**config.mk**
```make
export PLATFORM = sky130hd
export DESIGN_NAME = sig_dump_device
export DESIGN_NICKNAME = d
export VERILOG_FILES = /design/src/rtl/sig_dump_device.sv
export SDC_FILE = /design/constraint.sdc
export NUM_CORES = 1
export LEC_CHECK = 0
export BUFFER_PORTS_ARGS = -buffer_cell sky130_fd_sc_hd__buf_4
export CORE_MARGIN = 5
export CORE_UTILIZATION = 50
export CTS_CLUSTER_SIZE = 12
export DETAILED_ROUTE_END_ITERATION = 10
export PLACE_DENSITY = 0.68
export SLEW_MARGIN = 10
export SYNTH_ARGS = -nofsm -noshare
export SYNTH_HDL_FRONTEND = slang
export SYNTH_SLANG_ARGS = --single-unit
```
**constraint.sdc**
```tcl
create_clock -name clk_i -period 5.2 [get_ports clk_i]
set_input_delay 0.26 -clock clk_i [delete_from_list [all_inputs] [get_ports clk_i]]
set_output_delay 0.26 -clock clk_i [all_outputs]
set_load 0.02 [all_outputs]
```
**src/rtl/sig_dump_device.sv**
```systemverilog
// Memory-mapped signature buffer: device-port writes are queued in a FIFO and
// streamed out over valid/ready; a HALT write drains the FIFO, then raises halt_o.
module sig_dump_device #(
  parameter int unsigned DEPTH = 16
) (
  input  logic        clk_i,
  input  logic        rst_i,
  input  logic        dev_req_i,
  input  logic        dev_we_i,
  input  logic [31:0] dev_addr_i,
  input  logic [3:0]  dev_be_i,
  input  logic [31:0] dev_wdata_i,
  output logic        dev_rvalid_o,
  output logic [31:0] dev_rdata_o,
  output logic        dev_err_o,
  output logic        sig_valid_o,
  input  logic        sig_ready_i,
  output logic [31:0] sig_data_o,
  output logic        halt_o,
  output logic [7:0]  exit_code_o
);

  localparam int unsigned AW = $clog2(DEPTH);
  localparam int unsigned CW = $clog2(DEPTH + 1);

  localparam logic [7:0] OFF_PUSH   = 8'h00;
  localparam logic [7:0] OFF_STATUS = 8'h01;
  localparam logic [7:0] OFF_HALT   = 8'h02;
  localparam logic [7:0] OFF_CLR    = 8'h03;

  typedef enum logic [1:0] {
    ST_RUN,
    ST_DRAIN,
    ST_DONE
  } state_e;

  state_e          state_q, state_d;
  logic [31:0]     mem [DEPTH];
  logic [AW-1:0]   wr_ptr, rd_ptr;
  logic [CW-1:0]   count;
  logic            ovf;
  logic [7:0]      exit_code_q;

  logic [7:0]      word_off;
  logic            empty, full, pop;
  logic            push, set_ovf, clr_ovf, halt_wr;
  logic            resp_err;
  logic [31:0]     resp_data;
  logic [31:0]     status_word;
  logic            unused_addr_bits;

  assign word_off         = dev_addr_i[9:2];
  assign unused_addr_bits = ^{dev_addr_i[31:10], dev_addr_i[1:0]};

  assign empty = (count == '0);
  assign full  = (count == CW'(DEPTH));
  assign pop   = !empty && sig_ready_i;

  always_comb begin
    status_word           = '0;
    status_word[CW-1:0]   = count;
    status_word[16]       = empty;
    status_word[17]       = full;
    status_word[18]       = ovf;
    status_word[19]       = (state_q != ST_RUN);
  end

  // Request decode and next-state logic.
  // NOTE: every signal gets a default before the branches so no path leaves
  // one unassigned, which would otherwise infer a latch.
  always_comb begin
    push      = 1'b0;
    set_ovf   = 1'b0;
    clr_ovf   = 1'b0;
    halt_wr   = 1'b0;
    resp_err  = 1'b0;
    resp_data = '0;
    state_d   = state_q;

    if (dev_req_i) begin
      if (dev_we_i) begin
        if (dev_be_i != 4'hF) begin
          resp_err = 1'b1;
        end else begin
          unique case (word_off)
            OFF_PUSH: begin
              if (state_q == ST_RUN && (!full || pop)) begin
                push = 1'b1;
              end else begin
                resp_err = 1'b1;
                // Only a full FIFO in RUN counts as overflow; late pushes do not.
                set_ovf  = (state_q == ST_RUN);
              end
            end
            OFF_STATUS: resp_err = 1'b1;
            OFF_HALT: begin
              if (state_q == ST_RUN) halt_wr  = 1'b1;
              else                   resp_err = 1'b1;
            end
            OFF_CLR:  clr_ovf  = 1'b1;
            default:  resp_err = 1'b1;
          endcase
        end
      end else begin
        unique case (word_off)
          OFF_PUSH:   resp_data = '0;
          OFF_STATUS: resp_data = status_word;
          OFF_HALT:   resp_data = {24'h0, exit_code_q};
          OFF_CLR:    resp_data = '0;
          default:    resp_err  = 1'b1;
        endcase
      end
    end

    unique case (state_q)
      ST_RUN:   if (halt_wr) state_d = ST_DRAIN;
      ST_DRAIN: if (empty)   state_d = ST_DONE;
      ST_DONE:  state_d = ST_DONE;
      default:  state_d = ST_RUN;
    endcase
  end

  // NOTE: sequential state uses non-blocking assignments so every register
  // samples the pre-edge values, independent of statement order.
  always_ff @(posedge clk_i) begin
    if (rst_i) begin
      state_q      <= ST_RUN;
      wr_ptr       <= '0;
      rd_ptr       <= '0;
      count        <= '0;
      ovf          <= 1'b0;
      exit_code_q  <= '0;
      dev_rvalid_o <= 1'b0;
      dev_rdata_o  <= '0;
      dev_err_o    <= 1'b0;
    end else begin
      state_q      <= state_d;
      dev_rvalid_o <= dev_req_i;
      dev_rdata_o  <= resp_data;
      dev_err_o    <= resp_err;

      if (push) wr_ptr <= wr_ptr + AW'(1);
      if (pop)  rd_ptr <= rd_ptr + AW'(1);

      unique case ({push, pop})
        2'b10:   count <= count + CW'(1);
        2'b01:   count <= count - CW'(1);
        default: count <= count;
      endcase

      if (set_ovf)      ovf <= 1'b1;
      else if (clr_ovf) ovf <= 1'b0;

      if (halt_wr) exit_code_q <= dev_wdata_i[7:0];
    end
  end

  // NOTE: the storage array has no reset; count and pointers define which
  // entries are live, so clearing the data itself would be wasted logic.
  always_ff @(posedge clk_i) begin
    if (push) mem[wr_ptr] <= dev_wdata_i;
  end

  assign sig_valid_o = !empty;
  assign sig_data_o  = empty ? 32'h0 : mem[rd_ptr];
  assign halt_o      = (state_q == ST_DONE);
  assign exit_code_o = exit_code_q;

endmodule

```
==> results of run 1 <==
-- worst min-delay path by stage --
stage,start,end,slack [ns],depth (start not counted)
finish,dev_we_i,dev_rdata_o[7]$_SDFF_PP0_,0.05,3
global route,dev_we_i,dev_rdata_o[7]$_SDFF_PP0_,0.04,3
CTS,rst_i,flip-flop,0.03,2
detailed placement,ovf$_SDFFE_PP0P_,ovf$_SDFFE_PP0P_,0.48,2
global placement,ovf$_SDFFE_PP0P_,ovf$_SDFFE_PP0P_,0.46,2
floorplan,rst_i,dev_rvalid_o$_SDFF_PP0_,0.36,1
-- kinds of logic after synthesis --
| kind of cell | after synthesis | share of synthesized area, % |
|---|---|---|
| AO/OA/AOI/OAI | 78 | 2.27 |
| XOR/XNOR | 6 | 0.244 |
| adder cells (fa/ha/maj) | 12 | 0.696 |
| buffers and inverters | 82 | 2.06 |
| flip-flops | 554 | 75.1 |
| multiplexers | 199 | 16.7 |
| other | 1 | 0.0174 |
| AND/OR/NAND/NOR | 105 | 2.88 |
-- registers in the layout (all words and copies together) (netlist names), named ones only --
register and flops:
mem 512, dev_rdata_o 12, exit_code_o 8, count 5
rd_ptr 4, wr_ptr 4, state_q 2, dev_err_o 1
dev_rvalid_o 1, ovf 1
-- critical path, delay by kind of cell, from the launching register on --
family | cells | cell delay [ns]
flip-flops | 1 | 0.93
buffers and inverters | 2 | 0.79
multiplexers | 2 | 0.76
AO/OA/AOI/OAI | 1 | 0.18
-- area by class of cell --
cell class / instances / area [um2] / share of cell area, %
Timing Repair Buffer: 149 / 1230 / 4.97
Clock buffer: 81 / 1510 / 6.07
Multi-Input combinational cell: 420 / 5010 / 20.2
Tap cell: 585 / 732 / 2.95
Inverter: 7 / 26.3 / 0.106
Sequential cell: 554 / 16200 / 65.3
Clock inverter: 13 / 98.8 / 0.398
-- power by group through the flow --
stage | Clock [mW] | Combinational [mW] | Sequential, mW
floorplan | 0 | 0.0370 | 4.96
CTS | 3.66 | 0.135 | 4.86
global placement | 0 | 0.107 | 4.95
finish | 3.59 | 0.136 | 4.86
detailed placement | 0 | 0.113 | 4.95
global route | 3.86 | 0.148 | 4.86
-- through the flow --
stage	setup slack [ns]	util, %	instances	power (mW)
floorplan	1.92	-	1056	5.00
global placement	1.76	53.3	1679	5.06
detailed placement	1.66	53.3	1679	5.07
CTS	1.49	57.9	1809	8.65
global route	1.36	57.9	1809	8.86
finish	1.62	57.9	1809	8.58
-- synth_stat cells, drive strengths merged, types with 2 or more instances --
cell type / n / area (um2)
buf: 48 / 317
or2: 2 / 12.5
and4: 6 / 52.6
mux4: 128 / 2880
mux2i: 67 / 671
o21ai: 14 / 70.1
and2: 3 / 18.8
nand4: 4 / 25.0
or4: 2 / 18.8
nor3: 5 / 41.3
nand3: 11 / 55.1
nor2: 23 / 86.3
nand2b: 6 / 45.0
o22ai: 33 / 206
edfxtp: 512 / 15400
clkbuf: 27 / 103
and3: 17 / 106
mux2: 4 / 45.0
nor4: 2 / 18.8
o31ai: 2 / 15.0
inv: 7 / 26.3
ha: 12 / 150
or3: 3 / 23.8
nor2b: 11 / 68.8
dfxtp: 42 / 841
xor2: 6 / 52.6
a21oi: 15 / 75.1
o211ai: 2 / 15.0
nand2: 9 / 33.8
a22oi: 7 / 52.6
-- repair_timing --
action                    in CTS  in global routing
hold buffers                  36                  0
gates resized for setup        0                  0
hold endpoints to repair     513                  0
-- routing by layer --
layer  vias up  wire, um  share of wire (%)  global-route usage [%]
met3        52      2350                5.4                    3.47
met1      5428     19400                 45                    27.2
li1       4561         -                  -                       -
met4         0       666                1.5                    4.10
met5         -         0                  0                       0
met2       269     20900                 48                    29.4
==> impl_summary.log, run 1 <==
INFO  metric vias_per_instance = 5.70
INFO  metric ys_seq_area_share = 75.1%
INFO  metric num_antenna_cells = 0
INFO  metric fillers = approximately 3,100
INFO  metric core_region_area = 0.0429 mm2
INFO  metric yosys_most_used_dff = sky130_fd_sc_hd__edfxtp_1
INFO  metric rsz0062_at_grt = no
INFO  metric crit_start_category = flip-flop
INFO  metric timing.rr.end = count[4]$_SDFFE_PP0P_
INFO  metric max_freq = 0.279 GHz
INFO  metric layout.nets = 1,272
INFO  metric placedInstanceArea = 0.0229 mm2
INFO  metric finalHoldWorstSlack = 0.0497 ns
INFO  metric cts-htree-levels = 2
INFO  metric comb_power_share = 1.6%
INFO  metric setup.worst_path.end_class = primary output
INFO  metric reg2reg_from = state_q[0]$_SDFFE_PP0P_
INFO  metric initial_core_util = 50.3%
INFO  metric synth.ff_latch_count = between 500 and 600
INFO  metric layout-area-overhead-vs-synth = 15.1%
INFO  metric timing.clock.skew = 0.0154 ns
INFO  metric layout_commonest_cell = sky130_fd_sc_hd__edfxtp_1
INFO  metric synthArstFlopShare = 0%
INFO  metric grt_antenna_before_repair = 0
INFO  metric maxCapViolCount = 0
INFO  metric drv_slew = 0
INFO  metric drcViolationCount = 0
INFO  metric sequentialPowerShare = 56.6%
INFO  metric worstPathCellList = buf_4, mux4_2, mux2i_1, o22ai_1, buf_4
INFO  metric finalCriticalPeriod = ~3.6 ns
INFO  metric crit_fanout = 44
INFO  metric share_of_total_power_in_the_clock_network = 41.8%
INFO  metric drt_pass1_iterations = 5
INFO  metric worstRegToRegCells = 12
INFO  metric setup_violations = 0
INFO  metric crit_path_frequent_cell = sky130_fd_sc_hd__buf_4
INFO  metric grt_max_degree = 66
INFO  metric synth_enable_flop_cells = 512
INFO  metric row_cnt = 76
INFO  metric die_x = 218 um
INFO  metric timing.final.crit_share = 68.8%
INFO  metric finished_cell_area = 0.0248 mm2
INFO  metric die_area = around 0.047 mm2
INFO  metric first_global_vias = 10,800
INFO  metric final-hold-violation-count = 0
INFO  metric final_antenna_net_count = 0
INFO  metric netlist-cell-type-count = 49
INFO  metric die_h = 218 um
INFO  metric clock_tree.root_cell = sky130_fd_sc_hd__clkbuf_16
INFO  metric detailedRoute.firstIterationViolations = ~900
INFO  metric worst_ir_drop_vdd = 259 uV
INFO  metric netlist_area = around 0.022 mm2
INFO  metric criticalPathCategory = reg2out
INFO  metric intPower = 6.95 mW
INFO  metric grt_remaining_overflow = 0
INFO  metric most_frequent_cells_in_the_layout = sky130_fd_sc_hd__edfxtp_1 (512), sky130_fd_sc_hd__mux4_2 (128), sky130_fd_sc_hd__buf_4 (111)
INFO  metric clkTransAtPathRegs = 0.06 ns
INFO  metric p_sw = approximately 1.6 mW
INFO  metric clk-insertion-delay-late = 0.60 ns
INFO  metric cts_setup_buffers = 0
INFO  metric synthesized_area_per_cell = around 21 um2
INFO  metric status = complete, no violations
INFO  metric cp.arrival = around 3.3 ns
INFO  metric power.share.switching = 19.1%
INFO  metric clock-sinks = roughly 550
INFO  metric grt_pass1_wl = between 60 and 70 mm
INFO  metric synth_cells = ~1,000
INFO  metric io_buffer_count = 104
INFO  metric leakage_power_of_the_design = roughly 7.8 nW
INFO  metric synth.yosys.warnings = 0
INFO  metric dp.final_hpwl = 21.8 mm
INFO  metric endpoint = sig_data_o[4]
INFO  metric ratio_of_cells_with_drive_above_1_in_the_final_layout = 27.8%
INFO  metric largest_incremental_delay_on_the_critical_path = 0.93 ns
INFO  metric power.density_cell_area = 346 mW/mm2
INFO  metric data_required_time_of_the_critical_path = 4.94 ns
INFO  metric tritoncts_clock_tree = done
INFO  metric rrSetupSlack = 1.72 ns
INFO  metric slowest_stage = sky130_fd_sc_hd__dfxtp_4
INFO  metric fin_tns_setup = 0 ns
INFO  metric cts_buffer_depth = 3
INFO  metric max-slew-margin-rel = between 20% and 30%
INFO  metric ios = 149
INFO  metric hold_path_class = in2reg
INFO  metric max_slew.worst_pin.slew = 1.18 ns
INFO  metric final_weighted_congestion_in_routability_driven_placement = between 0.7 and 0.8
INFO  metric routed_wirelength = 43.3 mm
INFO  metric wire_per_inst = roughly 24 um
INFO  metric cts_inserted_buffers = 55
INFO  metric global_route.usage.total = 18.4%
INFO  metric route.vias.total = approximately 10,000
Note: power is estimated with default switching activity, not from simulation.
==> run 2, diff against run 1 <==
--- a/config.mk
+++ b/config.mk
@@ -10,7 +10,7 @@
 export CORE_UTILIZATION = 50
 export CTS_CLUSTER_SIZE = 12
 export DETAILED_ROUTE_END_ITERATION = 10
-export PLACE_DENSITY = 0.68
+export PLACE_DENSITY = 0.71
 export SLEW_MARGIN = 10
 export SYNTH_ARGS = -nofsm -noshare
 export SYNTH_HDL_FRONTEND = slang
==> constraint.sdc (replaced) <==
create_clock -name clk_i -period 3.05 [get_ports clk_i]
set_input_delay 0.1525 -clock clk_i [delete_from_list [all_inputs] [get_ports clk_i]]
set_output_delay 0.1525 -clock clk_i [all_outputs]
set_load 0.02 [all_outputs]
==> run 2 against run 1 <==
Critical path depth up 6. Non-clock buffer count up 33. Sequential share of layout area down 1.3 points. Via count is 2.8% higher. Wire length grew 1.9%. Clock power increased by 69%. Power up 70%. Combinational power up 74%. Largest power group unchanged.
==> impl_summary.log, run 2 (synthesis results as in run 1) <==
INFO  metric final_critical_path_setup_slack = 0.170 ns
INFO  metric timing.clock.skew = 0.0195 ns
INFO  metric drcViolationCount = 0
INFO  metric crit_start_category = flip-flop
INFO  metric layout.nets = around 1,300
INFO  metric tritoncts_clock_tree = done
INFO  metric clock_tree.root_cell = sky130_fd_sc_hd__clkbuf_16
INFO  metric dp.final_hpwl = 23.7 mm
INFO  metric global_route.usage.total = 19.0%
INFO  metric data_required_time_of_the_critical_path = 3.52 ns
INFO  metric grt_antenna_before_repair = 0
INFO  metric clock-sinks = between 500 and 600
INFO  metric maxCapViolCount = 0
INFO  metric clkTransAtPathRegs = approximately 0.06 ns
INFO  metric criticalPathCategory = reg2reg
INFO  metric row_cnt = 76
INFO  metric core_region_area = 0.0429 mm2
INFO  metric ios = 149
INFO  metric power.density_cell_area = 575 mW/mm2
INFO  metric clk-insertion-delay-late = 0.60 ns
INFO  metric timing.final.crit_share = between 90 and 100%
INFO  metric grt_max_degree = 54
INFO  metric largest_register = mem
INFO  metric wire_per_inst = 24.1 um
INFO  metric die_x = 218 um
INFO  metric most_frequent_cells_in_the_layout = sky130_fd_sc_hd__edfxtp_1 (512), sky130_fd_sc_hd__mux4_2 (128), sky130_fd_sc_hd__buf_4 (119)
INFO  metric die_h = 218 um
INFO  metric fin_tns_setup = 0 ns
INFO  metric layout_commonest_cell = sky130_fd_sc_hd__edfxtp_1
INFO  metric setup.worst_path.end_class = flip-flop
INFO  metric initial_core_util = 50.3%
INFO  metric leakage_power_of_the_design = ~8 nW
INFO  metric die_area = 0.0474 mm2
INFO  metric cts_inserted_buffers = between 50 and 60
INFO  metric drv_slew = 0
INFO  metric layout-area-overhead-vs-synth = 17.5%
INFO  metric cp.arrival = 3.35 ns
INFO  metric multi_input_comb_area = 0.00505 mm2
INFO  metric worst_ir_drop_vdd = between 300 and 400 uV
INFO  metric io_buffer_count = ~100
INFO  metric largest_register_ff_count = 512
INFO  metric first_global_vias = 11,200
INFO  metric grt_pass1_wl = approximately 68 mm
INFO  metric placed_cells = 1,707
INFO  metric final_weighted_congestion_in_routability_driven_placement = 0.758
INFO  metric final_antenna_net_count = 0
INFO  metric rsz0062_at_grt = no
INFO  metric hold_path_class = in2reg
INFO  metric cts_buffer_depth = 3
INFO  metric ratio_of_cells_with_drive_above_1_in_the_final_layout = 29.9%
INFO  metric final-seq-area = 0.0162 mm2
INFO  metric fillers = slightly above 3,000
INFO  metric final_cells = between 1,500 and 2,000
INFO  metric minimum_setup_slack_after_placement = 0.144 ns
INFO  metric detailedRoute.firstIterationViolations = approximately 1,000
INFO  metric max_slew.worst_pin.slew = 0.755 ns
INFO  metric status = complete, no violations
INFO  metric max_freq = 0.347 GHz
INFO  metric routed_wirelength = 44.2 mm
INFO  metric route.vias.total = 10,600
INFO  metric vias_per_instance = 5.78
INFO  metric final-hold-violation-count = 0
INFO  metric num_antenna_cells = 0
INFO  metric grt_remaining_overflow = 0
INFO  metric finalCriticalPeriod = 2.88 ns
INFO  metric cts-htree-levels = 2
INFO  metric drt_pass1_iterations = 5
INFO  metric max-slew-margin-rel = 49.5%
INFO  metric setup_violations = 0
INFO  metric crit_fanout = 9
## run 2: cell count changes in the layout (fill, tap and decap cells not counted), sizes merged
cell,before,now
buf,113,141
clkinv,10,5
dlygate4sd3,36,41
clkbuf,81,80
## run 2: worst max-delay path, stage by stage, from the launching register on
cell and delay (ns):
sky130_fd_sc_hd__dfxtp_1 0.37, sky130_fd_sc_hd__or4_4 0.62, sky130_fd_sc_hd__nor3_4 0.24, sky130_fd_sc_hd__nor3_4 0.07, sky130_fd_sc_hd__inv_4 0.07, sky130_fd_sc_hd__ha_4 0.18, sky130_fd_sc_hd__xor2_1 0.16, sky130_fd_sc_hd__ha_2 0.20
sky130_fd_sc_hd__a21oi_2 0.05, sky130_fd_sc_hd__or3_1 0.31, sky130_fd_sc_hd__a31oi_1 0.17, sky130_fd_sc_hd__mux2_2 0.35
## run 2: timing repair
item,4_1_cts,5_1_grt
endpoints found under the hold margin,548,0
endpoints found under the setup margin,0,4
resized for setup,0,3
buffers inserted,0,0
hold buffers,41,0
## run 2: worst paths after layout
check	start	to	slack, ns	cells past startpoint
max	count[0]$_SDFFE_PP0P_	count[4]$_SDFFE_PP0P_	0.17	11
min	dev_addr_i[8]	dev_rdata_o[18]$_SDFF_PP0_	0.04	4
max reg2reg	count[0]$_SDFFE_PP0P_	count[4]$_SDFFE_PP0P_	0.17	11
min reg2reg	ovf$_SDFFE_PP0P_	ovf$_SDFFE_PP0P_	0.49	2
## run 2: layer usage
| layer | wire length (um) | up-vias | GRT usage [%] |
|---|---|---|---|
| li1 | - | 4606 | - |
| met1 | 18000 | 5531 | 26.7 |
| met2 | 21800 | 408 | 30.9 |
| met3 | 3540 | 58 | 3.87 |
| met4 | 826 | 0 | 4.92 |
| met5 | 0 | - | 0 |
## run 2: metrics by stage
step / utilization [%] / total power [mW] / hold WS [ns] / area, um2
floorplan: - / 8.52 / 0.251 / 21700
global placement: 54.5 / 8.63 / 0.445 / 23400
detailed placement: 54.5 / 8.64 / 0.454 / 23400
CTS: 59.1 / 14.7 / 0.00158 / 25300
global route: 59.1 / 15.1 / 0.0404 / 25300
finish: 59.1 / 14.6 / 0.0410 / 25300
## run 2: final cells by class
type                            count  share of cell area, %
Clock inverter                      8                  0.326
Tap cell                          585                   2.89
Multi-Input combinational cell    420                   19.9
Inverter                            7                  0.114
Timing Repair Buffer              182                   6.88
Clock buffer                       80                   5.86
Sequential cell                   554                   64.0
## run 2: power by group
| part | switching, mW | internal, mW |
|---|---|---|
| Combinational | 0.152 | 0.0838 |
| Clock | 2.62 | 3.42 |
| Sequential | 0.000400 | 8.28 |
| Total | 2.78 | 11.8 |
